`config.mk`:
```
export PLATFORM = sky130hd
export DESIGN_NAME = serial_bit_tx
export DESIGN_NICKNAME = d
export VERILOG_FILES = /design/src/rtl/serial_bit_tx.sv
export SDC_FILE = /design/constraint.sdc
export NUM_CORES = 1
export LEC_CHECK = 0
export CAP_MARGIN = 15
export CORE_ASPECT_RATIO = 0.8
export CORE_MARGIN = 2
export CORE_UTILIZATION = 50
export DETAILED_ROUTE_END_ITERATION = 8
export GPL_TIMING_DRIVEN = 0
export PLACE_DENSITY_LB_ADDON = 0.08
export SLEW_MARGIN = 5
export SYNTH_ARGS = -nofsm -noshare
export SYNTH_HDL_FRONTEND = slang
export SYNTH_SLANG_ARGS = --single-unit
```
`constraint.sdc`:
```
create_clock -name clk_300M -period 9.1 [get_ports clk_300M]
set_input_delay 0.91 -clock clk_300M [delete_from_list [all_inputs] [get_ports clk_300M]]
set_output_delay 0.91 -clock clk_300M [all_outputs]
set_load 0.02 [all_outputs]
```
`src/rtl/serial_bit_tx.sv`:
```
// Serial NRZ transmitter: one-byte holding buffer, alternating preamble,
// MSB-first data at a programmable bit period.
module serial_bit_tx #(
   parameter int DIV_LEN       = 32,
   parameter int DATA_W        = 8,
   parameter int PREAMBLE_BITS = 16
) (
   input  logic               clk_300M,
   input  logic               rst,
   input  logic [DIV_LEN-1:0] bit_period,
   input  logic               idle_toggle,
   input  logic [DATA_W-1:0]  tx_data,
   input  logic               tx_valid,
   output logic               tx_ready,
   output logic               signal,
   output logic               bit_strobe,
   output logic               busy
);

   localparam int MAXB = (PREAMBLE_BITS > DATA_W) ? PREAMBLE_BITS : DATA_W;
   localparam int BW   = (MAXB > 2) ? $clog2(MAXB) : 1;

   localparam logic [BW-1:0]      PRE_LAST = BW'(PREAMBLE_BITS - 1);
   localparam logic [BW-1:0]      DAT_LAST = BW'(DATA_W - 1);
   localparam logic [DIV_LEN-1:0] P_MIN    = DIV_LEN'(2);
   localparam logic [DIV_LEN-1:0] P_ONE    = DIV_LEN'(1);

   typedef enum logic [1:0] {S_IDLE, S_PRE, S_DATA} state_t;

   state_t              state_q, state_d;
   logic [DIV_LEN-1:0]  cnt_q, cnt_d;
   logic [DIV_LEN-1:0]  per_q, per_d;
   logic                strobe_q;
   logic                sig_q, sig_d;
   logic [DATA_W-1:0]   sh_q, sh_d;
   logic [BW-1:0]       bcnt_q, bcnt_d;
   logic [DATA_W-1:0]   hold_q, hold_d;
   logic                full_q, full_d;
   logic                wrap, accept, load;
   logic [DIV_LEN-1:0]  per_in;

   assign wrap   = (cnt_q == per_q - P_ONE);
   assign accept = tx_valid && !full_q;
   assign per_in = (bit_period < P_MIN) ? P_MIN : bit_period;
   assign cnt_d  = wrap ? '0 : cnt_q + P_ONE;
   assign per_d  = wrap ? per_in : per_q;

   always_ff @(posedge clk_300M or posedge rst) begin
      if (rst) state_q <= S_IDLE;
      else     state_q <= state_d;
   end

   // An accept on the wrap cycle starts the preamble at this very boundary.
   always_comb begin
      state_d = state_q;
      if (wrap) begin
         unique case (state_q)
            S_IDLE: if (full_q || accept) state_d = S_PRE;
            S_PRE:  if (bcnt_q == PRE_LAST) state_d = S_DATA;
            S_DATA: if (bcnt_q == DAT_LAST && !full_q) state_d = S_IDLE;
            default: state_d = S_IDLE;
         endcase
      end
   end

   always_comb begin
      sig_d  = sig_q;
      sh_d   = sh_q;
      bcnt_d = bcnt_q;
      hold_d = hold_q;
      full_d = full_q;
      load   = 1'b0;
      if (wrap) begin
         unique case (state_q)
            S_IDLE: begin
               if (full_q || accept) begin
                  sig_d  = 1'b1;
                  bcnt_d = '0;
               end else begin
                  sig_d = idle_toggle ? ~sig_q : 1'b1;
               end
            end
            S_PRE: begin
               if (bcnt_q == PRE_LAST) begin
                  load = 1'b1;
               end else begin
                  bcnt_d = bcnt_q + 1'b1;
                  sig_d  = ~sig_q;
               end
            end
            S_DATA: begin
               if (bcnt_q == DAT_LAST) begin
                  if (full_q) load = 1'b1;
                  else        sig_d = idle_toggle ? ~sig_q : 1'b1;
               end else begin
                  sh_d   = sh_q << 1;
                  sig_d  = sh_d[DATA_W-1];
                  bcnt_d = bcnt_q + 1'b1;
               end
            end
            default: sig_d = 1'b1;
         endcase
      end
      if (load) begin
         sh_d   = hold_q;
         sig_d  = hold_q[DATA_W-1];
         bcnt_d = '0;
         full_d = 1'b0;
      end
      if (accept) begin
         hold_d = tx_data;
         full_d = 1'b1;
      end
   end

   always_ff @(posedge clk_300M or posedge rst) begin
      if (rst) begin
         cnt_q    <= '0;
         per_q    <= P_MIN;
         strobe_q <= 1'b0;
         sig_q    <= 1'b1;
         sh_q     <= '0;
         bcnt_q   <= '0;
         hold_q   <= '0;
         full_q   <= 1'b0;
      end else begin
         cnt_q    <= cnt_d;
         per_q    <= per_d;
         strobe_q <= wrap;
         sig_q    <= sig_d;
         sh_q     <= sh_d;
         bcnt_q   <= bcnt_d;
         hold_q   <= hold_d;
         full_q   <= full_d;
      end
   end

   assign busy       = (state_q != S_IDLE);
   assign tx_ready   = !full_q;
   assign signal     = sig_q;
   assign bit_strobe = strobe_q;

endmodule

```
==> summary.txt <==
Status
  • Run status: finished, final reports clean

Floorplan
  • Die width: 118.5 µm
  • Std cell rows: 33
  • Core area: 10240 µm²
  • Die H: 95.63 µm
  • Area of the die: 11340 µm²
  • Effective utilization at floorplan: 0.5125
  • Ports: 48

Cells and area
  • Layout overhead on the synthesized area: 19.03%
  • Antenna cells: 0
  • Post-layout net count: around 640
  • Share of final-layout standard cells stronger than drive strength 1: 0.1003
  • Total non-filler cell area in the finished layout: 6246 µm²
  • Fill cell instance count of the final layout: 921
  • Final standard cell count with taps included and fillers excluded: 738

Setup path
  • Crit path DAT: 4.45 ns
  • Worst-path fanout max: 10
  • Crit-path cells: inv_1, ha_1, clkbuf_1, nor3b_1, nand4_2, o41ai_1, o41ai_1, nor4_1, nand4_2, or2_1, buf_6, inv_6, buf_8, mux2_1
  • Maximum single-stage delay on the critical path: about 0.47 ns
  • CP required: 9.33 ns
  • Kind of capture point of the worst setup path: register
  • CP delay by family, top: simple AND/OR/NAND/NOR gates
  • Kind of start point of the critical path: register
  • Classification of the worst setup path: reg2reg
  • Slowest-stage cell, CP: o41ai_1
  • Bufs and invs on worst path: 5

Synth
  • Fraction of the mapped netlist area in adder cells: 0.01860
  • Post-synthesis share of cell area spent on xor and xnor gates: 0.1135
  • Dominant cell type by area after synthesis: dfrtp_1
  • Synthesized net count: ~590
  • Netlist area before placement: 5248 µm²
  • Simple logic cell fraction of the synthesized area: 0.2122
  • Most frequent cells after synthesis: 86 x dfrtp_1, 65 x nor2_1, 38 x xor2_1
  • Mean Syn Cell Area: 9.827 µm²
  • Synth Instances: 534
  • Largest family of logic cells by synthesized area: simple AND/OR/NAND/NOR gates
  • Number of flops mapped to enable cells by yosys: 0
  • Primary flip-flop cell chosen by synthesis mapping: dfrtp_1
  • Dominant cells by area after synthesis: dfrtp_1 41%, xor2_1 6.3%, mux2_1 5.8%
  • Most frequent cell after synthesis: dfrtp_1
  • Post-synthesis sequential element count: 88
  • Sequential cell area fraction in the yosys report: 0.4201
  • Async SR Flop Fraction: 1.000
  • Number of distinct library cells after synthesis: 62
  • Warnings, synthesis: 0
  • Multiplexer fraction of the synthesized cell area: 0.09132
  • Synth Area in Compound Gates: 0.09657
  • Top-area cell type share of the netlist area: 0.4101

STA
  • Achievable Freq: between 0.2 and 0.25 GHz
  • Total negative slack for setup checks: 0 ns
  • Part of the cycle the worst path needs: 0.4648
  • Count of endpoints failing hold in the final timing report: 0
  • Tightest Pin Transition: between 0.7 and 0.8 ns
  • Largest clock skew in the final design: between 0.01 and 0.015 ns
  • Number of slew-limit violations in the final report: 0
  • Slew headroom: 0.4799
  • Post-Route Hold Slack: 0.5127 ns
  • Unrepaired setup endpoints after global routing: no
  • Final Critical Period: between 4 and 5 ns
  • Final setup violating endpoints: 0

CTS
  • CTS Sinks: 88
  • Quantity of hold-fixing buffers added after cts: 0
  • Cts repair resizes: 0
  • H-tree depth: 3
  • Clock latency of the later-clocked register in the worst-skew pair: ~0.35 ns
  • CTS root buf: clkbuf_16
  • Total setup buffers inserted after CTS: 0
  • TritonCTS buffer count: 9
  • Register clock-pin slew on the reported worst setup and hold paths: 0.06 ns
  • Largest buffer count on any clock path: 2
  • Clock tree from TritonCTS: built

Routing
  • Overall routed net length: 12.37 mm
  • Detailed Route Iter0 Violations: 394
  • Overall via count from detail_route: 4181
  • Number of nets with antenna violations after detailed routing: 0
  • Total DRC errors in the routed layout: 0
  • Avg Vias per Cell: between 5 and 6
  • First-pass detailed-route iteration total: 5
  • Average routed wire per standard cell: 16.76 µm

Place
  • Cell count after placement: roughly 720
  • # port buffers: 47
  • Detailed-placement wirelength estimate: approximately 9.4 mm
  • Dpl cell area: between 5000 and 6000 µm²
  • Final estimated routing congestion in global placement: 0.8626

Global routing
  • First-pass GRT wire length: 20.87 mm
  • Overall overflow remaining after global route: 0
  • Number of global-route vias before repair: 4083
  • Largest net degree at the start of global routing: 55
  • Total track usage: 0.2360
  • Number of antenna violations at the first check in global routing: 0

Power
  • Leakage: roughly 2.5 nW
  • Power density of the placed cells: around 140 nW/µm²
  • Peak supply drop: 0.1079 mV

Worst hold path
  • Class of the tightest hold or removal check: reg2reg

Job
  • Max Cap Viol: 0
power breakdown:
part | leakage [nW] | switching, mW | internal [mW]
Clock | 0.152 | 0.160 | 0.230
Combinational | 1.29 | 0.0345 | 0.0387
Sequential | 1.09 | 0.0118 | 0.403
Total | 2.52 | 0.206 | 0.671
cell type report:
class / instances / area (µm²) / share of cell area
Clock buffer: 11 / 252.7 / 0.04046
Timing Repair Buffer: 48 / 498.0 / 0.07973
Tap cell: 140 / 175.2 / 0.02804
Multi-Input combinational cell: 397 / 2799 / 0.4481
Buffer: 24 / 151.4 / 0.02424
Sequential cell: 88 / 2205 / 0.3530
Clock inverter: 5 / 63.81 / 0.01022
Inverter: 25 / 101.3 / 0.01623
logic make-up (layout without fill, tap and decap cells):
group,Yosys count,after routing
AO/OA/AOI/OAI,68,68
XOR/XNOR,68,68
adder cells (fa/ha/maj),8,8
buffers and inverters,49,113
flip-flops,88,88
multiplexers,43,43
AND/OR/NAND/NOR,210,210
sequential cells by signal, indices dropped and copies added, names as in the netlist:
signal      flops
bit_strobe      1
hold_q          8
per_q          32
signal          1
full_q          1
bcnt_q          4
state_q         2
cnt_q          32
sh_q            7
per-layer routing:
layer	up-vias	GRT usage	wire length, µm
li1	2022	-	-
met1	2057	0.3294	6078
met2	86	0.3774	5558
met3	16	0.04665	559
met4	0	0.06448	174
met5	-	0	0
worst paths after layout:
path / cells past startpoint / endpoint / slack (ns) / from
min in group asynchronous: 2 / cnt_q[31] / 0.93 / rst
worst min-delay path: 1 / hold_q[3] / 0.51 / hold_q[3]
worst max-delay path: 14 / per_q[30] / 4.87 / per_q[0]
max in group asynchronous: 3 / signal / 7.51 / rst
worst max register to register: 14 / per_q[30] / 4.87 / per_q[0]
worst min register to register: 1 / hold_q[3] / 0.51 / hold_q[3]
cell usage in the layout (no fill, tap or decap), types with 12 or more instances in the layout:
master	instances
clkdlybuf4s50_1	47
mux2_1	27
nand2_1	30
nand3_1	22
clkbuf_1	13
mux2_2	12
xnor2_1	30
dfrtp_1	86
nor3_1	12
nand4_1	14
nor2_1	65
inv_1	23
nor4_1	15
xor2_1	38
stage by stage:
| step | setup WS, ns | utilization | total power, mW |
|---|---|---|---|
| 2_1_floorplan | 5.582 | - | 0.4592 |
| 3_3_place_gp | 4.537 | 0.5755 | 0.4914 |
| 3_5_place_dp | 4.920 | 0.5784 | 0.4952 |
| 4_1_cts | 4.881 | 0.6094 | 0.8868 |
| 5_1_grt | 4.564 | 0.6100 | 0.9119 |
| 6_report | 4.870 | 0.6100 | 0.8775 |
(Power assumes the default switching activity.)
